==> src/rtl/speck_pkg.sv <==
// speck_pkg: shared definitions for the parametrised SPECK core.
//   state_t       FSM state encoding, also driven out on state_response
//   speck_cfg_t   parameter set of one standard SPECK variant
//   ror / rol     rotations on a word of run-time width w (w <= MAX_W)
// Optional feature macro: SPECK_DEC_EN (used by the core and round files).
package speck_pkg;

    localparam int MAX_W = 64;

    typedef enum logic [3:0] {
        IDLE   = 4'd0,
        KEYEXP = 4'd1,
        ENC    = 4'd2,
        DEC    = 4'd3,
        DONE   = 4'd4
    } state_t;

    typedef struct packed {
        int word_w;
        int key_words;
        int rounds;
        int alpha;
        int beta;
    } speck_cfg_t;

    localparam speck_cfg_t SPECK_32_64   = '{16, 4, 22, 7, 2};
    localparam speck_cfg_t SPECK_64_128  = '{32, 4, 27, 8, 3};
    localparam speck_cfg_t SPECK_128_128 = '{64, 2, 32, 8, 3};
    localparam speck_cfg_t SPECK_128_256 = '{64, 4, 34, 8, 3};

    // Operand must already be zero above bit w-1; result is masked to w bits.
    function automatic logic [MAX_W-1:0] ror(input logic [MAX_W-1:0] v,
                                             input int unsigned w,
                                             input int unsigned s);
        logic [MAX_W-1:0] mask;
        mask = (w >= MAX_W) ? '1 : ((MAX_W'(1) << w) - MAX_W'(1));
        return ((v >> s) | (v << (w - s))) & mask;
    endfunction

    function automatic logic [MAX_W-1:0] rol(input logic [MAX_W-1:0] v,
                                             input int unsigned w,
                                             input int unsigned s);
        logic [MAX_W-1:0] mask;
        mask = (w >= MAX_W) ? '1 : ((MAX_W'(1) << w) - MAX_W'(1));
        return ((v << s) | (v >> (w - s))) & mask;
    endfunction

endpackage

==> src/rtl/speck_core_param_if.sv <==
// speck_core_param_if: host <-> cipher core bundle.
//   master: host side (drives key_load, key_in, signal_start, mode, block_in)
//   slave : core side (drives block_out, finished, busy, key_ready, state_response)
// Handshake: signal_start/key_load are single-cycle requests that the core
// accepts only in IDLE (anything else is dropped, never queued); finished is a
// one-cycle pulse marking block_out valid, and block_out then holds until the
// next finished pulse.
interface speck_core_param_if #(
    parameter int WORD_W    = 64,
    parameter int KEY_WORDS = 2
);
    logic                          key_load;
    logic [KEY_WORDS*WORD_W-1:0]   key_in;
    logic                          signal_start;
    logic                          mode;
    logic [2*WORD_W-1:0]           block_in;
    logic [2*WORD_W-1:0]           block_out;
    logic                          finished;
    logic                          busy;
    logic                          key_ready;
    logic [3:0]                    state_response;

    modport master (
        output key_load, key_in, signal_start, mode, block_in,
        input  block_out, finished, busy, key_ready, state_response
    );

    modport slave (
        input  key_load, key_in, signal_start, mode, block_in,
        output block_out, finished, busy, key_ready, state_response
    );
endinterface

==> src/rtl/speck_round.sv <==
// speck_round: one combinational SPECK round.
//   x, y     input words (x is the upper half of the block)
//   rk       round key
//   mode     0 = encrypt round, 1 = decrypt round
//   x_out, y_out  result words
// Optional feature macro: SPECK_DEC_EN compiles in the decrypt round; without
// it mode is ignored and the unit always encrypts.
module speck_round
    import speck_pkg::*;
#(
    parameter int WORD_W = 64,
    parameter int ALPHA  = 8,
    parameter int BETA   = 3
) (
    input  logic [WORD_W-1:0] x,
    input  logic [WORD_W-1:0] y,
    input  logic [WORD_W-1:0] rk,
    input  logic              mode,
    output logic [WORD_W-1:0] x_out,
    output logic [WORD_W-1:0] y_out
);
    logic [WORD_W-1:0] enc_x, enc_y;

    always_comb begin
        enc_x = (WORD_W'(ror(MAX_W'(x), WORD_W, ALPHA)) + y) ^ rk;
        enc_y = WORD_W'(rol(MAX_W'(y), WORD_W, BETA)) ^ enc_x;
    end

`ifdef SPECK_DEC_EN
    logic [WORD_W-1:0] dec_x, dec_y, dec_diff;

    always_comb begin
        dec_y    = WORD_W'(ror(MAX_W'(x ^ y), WORD_W, BETA));
        dec_diff = (x ^ rk) - dec_y;
        dec_x    = WORD_W'(rol(MAX_W'(dec_diff), WORD_W, ALPHA));
    end

    assign x_out = mode ? dec_x : enc_x;
    assign y_out = mode ? dec_y : enc_y;
`else
    logic unused_mode;
    assign unused_mode = mode;
    assign x_out = enc_x;
    assign y_out = enc_y;
`endif
endmodule

==> src/rtl/speck_core_param.sv <==
// speck_core_param: iterative SPECK core, one round per clock, with an
// internal key schedule filling a ROUNDS-deep round-key store.
//   clk, rst_n  clock, synchronous active-low reset
//   bus         speck_core_param_if.slave (key_load/key_in, signal_start/mode/
//               block_in in; block_out/finished/busy/key_ready/state_response out)
// Optional feature macro: SPECK_DEC_EN adds the DEC state and decrypt path;
// without it mode is ignored and every start encrypts.
module speck_core_param
    import speck_pkg::*;
#(
    parameter int WORD_W    = 64,
    parameter int KEY_WORDS = 2,
    parameter int ROUNDS    = 32,
    parameter int ALPHA     = 8,
    parameter int BETA      = 3
) (
    input  logic                     clk,
    input  logic                     rst_n,
    speck_core_param_if.slave        bus
);
    localparam int CW = (ROUNDS > 1) ? $clog2(ROUNDS) : 1;
    localparam int LW = KEY_WORDS - 1;
    localparam logic [CW-1:0] LAST_KEY = CW'(ROUNDS - 2);
    localparam logic [CW-1:0] LAST_RND = CW'(ROUNDS - 1);

    state_t              state_q, state_d;
    logic [CW-1:0]       ctr_q;
    logic [WORD_W-1:0]   x_q, y_q, k_q;
    logic [WORD_W-1:0]   l_q [LW];
    logic [WORD_W-1:0]   rk_mem [ROUNDS];
    logic [2*WORD_W-1:0] block_out_q;
    logic                finished_q, key_ready_q;
    logic                dec_sel;

    logic [WORD_W-1:0]   rnd_x, rnd_y, rnd_k, rnd_x_out, rnd_y_out;
    logic                rnd_mode;
    logic                rk_we;
    logic [CW-1:0]       rk_wa;
    logic [WORD_W-1:0]   rk_wd;

`ifdef SPECK_DEC_EN
    assign dec_sel = bus.mode;
`else
    logic unused_mode;
    assign unused_mode = bus.mode;
    assign dec_sel     = 1'b0;
`endif

    // Next-state logic
    always_comb begin
        state_d = state_q;
        case (state_q)
            IDLE: begin
                if (bus.key_load)
                    state_d = KEYEXP;
                else if (bus.signal_start && key_ready_q)
                    state_d = dec_sel ? DEC : ENC;
            end
            KEYEXP:  if (ctr_q == LAST_KEY) state_d = IDLE;
            ENC:     if (ctr_q == LAST_RND) state_d = DONE;
`ifdef SPECK_DEC_EN
            DEC:     if (ctr_q == '0) state_d = DONE;
`endif
            DONE:    state_d = IDLE;
            default: state_d = IDLE;
        endcase
    end

    // The key schedule step is an encrypt round with x=l[i], y=k[i], rk=i:
    // x_out becomes the new l word and y_out the next round key.
    always_comb begin
        rnd_x    = x_q;
        rnd_y    = y_q;
        rnd_k    = rk_mem[ctr_q];
        rnd_mode = (state_q == DEC);
        if (state_q == KEYEXP) begin
            rnd_x = l_q[0];
            rnd_y = k_q;
            rnd_k = WORD_W'(ctr_q);
        end
    end

    speck_round #(.WORD_W(WORD_W), .ALPHA(ALPHA), .BETA(BETA)) u_round (
        .x     (rnd_x),
        .y     (rnd_y),
        .rk    (rnd_k),
        .mode  (rnd_mode),
        .x_out (rnd_x_out),
        .y_out (rnd_y_out)
    );

    // Round-key store write port: rk[0]=k0 on load, rk[i+1] during expansion.
    always_comb begin
        rk_we = 1'b0;
        rk_wa = ctr_q + CW'(1);
        rk_wd = rnd_y_out;
        if (state_q == IDLE && bus.key_load) begin
            rk_we = 1'b1;
            rk_wa = '0;
            rk_wd = bus.key_in[WORD_W-1:0];
        end else if (state_q == KEYEXP) begin
            rk_we = 1'b1;
        end
    end

    always_ff @(posedge clk) begin
        if (rst_n && rk_we)
            rk_mem[rk_wa] <= rk_wd;
    end

    always_ff @(posedge clk) begin
        if (!rst_n) begin
            state_q     <= IDLE;
            ctr_q       <= '0;
            x_q         <= '0;
            y_q         <= '0;
            k_q         <= '0;
            for (int j = 0; j < LW; j++) l_q[j] <= '0;
            block_out_q <= '0;
            finished_q  <= 1'b0;
            key_ready_q <= 1'b0;
        end else begin
            state_q    <= state_d;
            finished_q <= 1'b0;
            case (state_q)
                IDLE: begin
                    if (bus.key_load) begin
                        k_q <= bus.key_in[WORD_W-1:0];
                        for (int j = 0; j < LW; j++)
                            l_q[j] <= bus.key_in[(j+1)*WORD_W +: WORD_W];
                        key_ready_q <= 1'b0;
                        ctr_q       <= '0;
                    end else if (bus.signal_start && key_ready_q) begin
                        x_q   <= bus.block_in[2*WORD_W-1:WORD_W];
                        y_q   <= bus.block_in[WORD_W-1:0];
                        ctr_q <= dec_sel ? LAST_RND : '0;
                    end
                end
                KEYEXP: begin
                    k_q <= rnd_y_out;
                    // l words form a FIFO: consume l[i], append l[i+m-1]
                    for (int j = 0; j < LW - 1; j++) l_q[j] <= l_q[j+1];
                    l_q[LW-1] <= rnd_x_out;
                    if (ctr_q == LAST_KEY) begin
                        ctr_q       <= '0;
                        key_ready_q <= 1'b1;
                    end else begin
                        ctr_q <= ctr_q + CW'(1);
                    end
                end
                ENC: begin
                    x_q   <= rnd_x_out;
                    y_q   <= rnd_y_out;
                    ctr_q <= (ctr_q == LAST_RND) ? '0 : ctr_q + CW'(1);
                end
`ifdef SPECK_DEC_EN
                DEC: begin
                    x_q   <= rnd_x_out;
                    y_q   <= rnd_y_out;
                    ctr_q <= (ctr_q == '0) ? '0 : ctr_q - CW'(1);
                end
`endif
                DONE: begin
                    block_out_q <= {x_q, y_q};
                    finished_q  <= 1'b1;
                end
                default: ;
            endcase
        end
    end

    assign bus.block_out      = block_out_q;
    assign bus.finished       = finished_q;
    assign bus.busy           = (state_q != IDLE);
    assign bus.key_ready      = key_ready_q;
    assign bus.state_response = state_q;
endmodule

==> src/flat_wrapper.sv <==
// flat-port wrapper written by rule: the top's interface ports become plain ports
module speck_core_param_flat import speck_pkg::*;
#(
    parameter int WORD_W    = 64,
    parameter int KEY_WORDS = 2,
    parameter int ROUNDS    = 32,
    parameter int ALPHA     = 8,
    parameter int BETA      = 3
)
  (clk, rst_n, bus_key_load, bus_key_in, bus_signal_start, bus_mode, bus_block_in, bus_block_out, bus_finished, bus_busy, bus_key_ready, bus_state_response);
  speck_core_param_if #(.WORD_W(WORD_W), .KEY_WORDS(KEY_WORDS)) bus_i ();
  input  logic clk;
  input  logic rst_n;
  input wire logic [$bits(bus_i.key_load)-1:0] bus_key_load;
  input wire logic [$bits(bus_i.key_in)-1:0] bus_key_in;
  input wire logic [$bits(bus_i.signal_start)-1:0] bus_signal_start;
  input wire logic [$bits(bus_i.mode)-1:0] bus_mode;
  input wire logic [$bits(bus_i.block_in)-1:0] bus_block_in;
  output wire logic [$bits(bus_i.block_out)-1:0] bus_block_out;
  output wire logic [$bits(bus_i.finished)-1:0] bus_finished;
  output wire logic [$bits(bus_i.busy)-1:0] bus_busy;
  output wire logic [$bits(bus_i.key_ready)-1:0] bus_key_ready;
  output wire logic [$bits(bus_i.state_response)-1:0] bus_state_response;
  assign bus_i.key_load = bus_key_load;
  assign bus_i.key_in = bus_key_in;
  assign bus_i.signal_start = bus_signal_start;
  assign bus_i.mode = bus_mode;
  assign bus_i.block_in = bus_block_in;
  assign bus_block_out = bus_i.block_out;
  assign bus_finished = bus_i.finished;
  assign bus_busy = bus_i.busy;
  assign bus_key_ready = bus_i.key_ready;
  assign bus_state_response = bus_i.state_response;
  speck_core_param #(.WORD_W(WORD_W), .KEY_WORDS(KEY_WORDS), .ROUNDS(ROUNDS), .ALPHA(ALPHA), .BETA(BETA)) u_core (.clk(clk), .rst_n(rst_n), .bus(bus_i));
endmodule
==> config.mk <==
export PLATFORM = sky130hd
export DESIGN_NAME = speck_core_param_flat
export DESIGN_NICKNAME = d
export VERILOG_FILES = /design/src/rtl/speck_pkg.sv /design/src/rtl/speck_core_param_if.sv /design/src/rtl/speck_round.sv /design/src/rtl/speck_core_param.sv /design/src/flat_wrapper.sv
export SDC_FILE = /design/constraint.sdc
export NUM_CORES = 2
export LEC_CHECK = 0
export ABC_AREA = 0
export CAP_MARGIN = 20
export CORE_ASPECT_RATIO = 1.75
export CORE_UTILIZATION = 40
export DETAILED_ROUTE_END_ITERATION = 6
export HOLD_SLACK_MARGIN = 0.06
export PLACE_DENSITY = 0.54
export SETUP_SLACK_MARGIN = 0.02
export SYNTH_ARGS = -nofsm -noshare
export SYNTH_HDL_FRONTEND = slang
export SYNTH_HIERARCHICAL = 1
export SYNTH_SLANG_ARGS = --single-unit
==> constraint.sdc <==
create_clock -name clk -period 5.9 [get_ports clk]
set_input_delay 0.885 -clock clk [delete_from_list [all_inputs] [get_ports clk]]
set_output_delay 0.885 -clock clk [all_outputs]
set_load 0.01 [all_outputs]
==> impl_metrics.ini <==
[cts]
numCtsBuffers = 216
path_clk_slew_ns = 0.07
cts_tree = yes
cts_sinks = 2447
cts_hold_buf = 0
clockBufferDepth = 4
clockRootBuffer = clkbuf_16
htreeDepth = 4
clk-insertion-delay-late_ns = 0.89

[place]
hpwl_um = 213000
dpl-instance-area_sq_um = 111000
pre_cts_ws_ns = 0.0300
gp_congestion = 0.945
dp.cells = 10100
numPortBuffers = 393

[timing]
min_period_ns = 5.91
rsz0062_at_grt = no
max_freq_mhz = 169
drv_slew = 0
hold_violations = 0
worst_slew_pin_slew_ns = 1.14
fin_crit_sh_pct = 100
relSlewSlack_pct = 23.9
finalWorstSetupSlack_ns = -0.00828
fin_setup_tns_ns = -0.00828
hold_ws_ns = 0.436
setup_violations = 1
clock-skew-final_ns = 0.0814

[setup_path]
endpoint_kind = flop
crit_fanout = 38
crit_required_ns = 6.51
critical_path_class = flop to flop
crit_arrival_ns = 6.51
worstSetupStartpointType = flop

[final_layout]
design_area_sq_um = 118000
layout.nets = 7294
ff_latch_area_sq_um = 70100
fin_cells = 10400
fin_util_pct = 47.3
fillers = 21500
drive_gt1_share_pct = 18.6
multi_input_area_sq_um = 28800
syn2layout_area_growth_pct = 17.6

[detailed_routing]
drc = 10
drt_pre_antenna_iters = 7
wl_per_cell_um = 32.6
postRouteAntennaNets = 0
drt-total-wl_um = 341000
num_vias = 61300
drt_iter0_drc = 6109
routed_via_density = 5.87

[floorplanning]
die_w_um = 381
io_pins = 396
die_h_um = 665
start_util_pct = 40.2
rows = 243
coreArea_sq_um = 250000
dieArea_sq_um = 254000

[power_and_ir_drop]
p_per_area_nw_per_um2 = 383
max-vdd-ir-drop_v = 0.000319
finalPower_mw = 45.3
power.static_leakage_nw = 38.5

[run]
drv_cap = 0

[global_routing]
grt_overflow = 0
gr-usage-all-layers_pct = 26.5
grt_pass1_wl_um = 472000
antenna_found_initial = 26
grt_max_degree = 176
grt_pass1_vias = 61400

[yosys]
synth_area_sq_um = 101000
synth_fp_nets = 6675
syn_area_per_cell_sq_um = 15.8
ys_warn_count = 6
postSynthCellCount = 6346

[run_status]
status = finished with violations
violations = design-rule violations, negative setup slack

[min_path]
hold_path_class = input pin to flop
cells in the final DEF (no fill, tap or decap), drive strengths merged, types with 7 or more instances in the layout:
master / count
a21oi: 243
mux4: 522
bufinv: 19
a2111oi: 14
xor2: 95
edfxtp: 2112
a31oi: 28
clkinv: 86
and3: 8
a22o: 96
a22oi: 106
nor3: 14
nor4: 21
o221ai: 15
nand2b: 7
nand4: 22
xnor2: 93
inv: 24
mux2i: 68
a311oi: 128
nand3: 32
buf: 415
clkbuf: 261
a21o: 26
diode: 16
clkdlybuf4s50: 392
and2: 15
nor2b: 38
nor2: 232
a211oi: 34
nand2: 1262
dfxtp: 335
o21a: 9
o22ai: 72
o21ai: 77
o21bai: 13
a21boi: 29
nor4b: 9
ha: 67
report_power, final:
| part | internal (mW) | switching, mW | total [mW] |
|---|---|---|---|
| logic | 3.47 | 6.17 | 9.64 |
| clock network | 7.72 | 6.37 | 14.1 |
| registers | 21.4 | 0.229 | 21.6 |
routing by layer:
metal | global-route usage, % | routed length (um)
met5 | 0 | 55
met4 | 11.0 | 16100
met3 | 3.34 | 20100
met2 | 48.1 | 180000
met1 | 31.4 | 125000
registers in the layout (all words and copies together) (netlist names), named ones only:
name,count
u_core/x_q,64
u_core/k_q,64
u_core/rk_mem,2048
u_core/bus.state_response,3
u_core/ctr_q,5
u_core/y_q,64
u_core/bus.block_out,128
u_core/bus.finished,1
u_core/bus.key_ready,1
u_core/l_q,64
layout make-up:
cell class,instances,area share [%]
Antenna cell,16,0.0339
Clock buffer,260,4.85
Clock inverter,114,0.905
Inverter,21,0.0730
Multi-Input combinational cell,3471,24.3
Sequential cell,2447,59.3
Tap cell,3307,3.50
Timing Repair Buffer,808,6.98
critical path, stage by stage (launching register included):
cell and delay (ns):
dfxtp_1 0.34, buf_4 0.18, or3b_4 0.60, buf_12 0.26, nand2_1 0.10, nand2_1 0.21, ha_1 0.55, nand2_1 0.17
nor3b_2 0.36, buf_4 0.22, nand4_1 0.10, a21oi_1 0.39, buf_4 0.19, o21ai_0 0.08, buf_4 0.15, a21oi_1 0.53
a31oi_1 0.24, a211o_1 0.33, xor2_1 0.17, nand2_1 0.06, nand2_1 0.14, buf_12 0.20
repair_timing:
action | CTS | global route
buffers inserted | 0 | 0
gates cloned | 0 | 0
endpoints found under the setup margin | 4 | 29
gates resized for setup | 1 | 1
final timing paths:
path / startpoint / to / slack (ns) / cells past startpoint
max: u_core/bus.state_response[2] / u_core/rk_mem[28][56] / -0.008 / 21
max reg2reg: u_core/bus.state_response[2] / u_core/rk_mem[28][56] / -0.008 / 21
min reg2reg: u_core/k_q[47] / u_core/k_q[47] / 0.45 / 2
min: rst_n / u_core/bus.key_ready / 0.44 / 3
(Power assumes the default switching activity.)
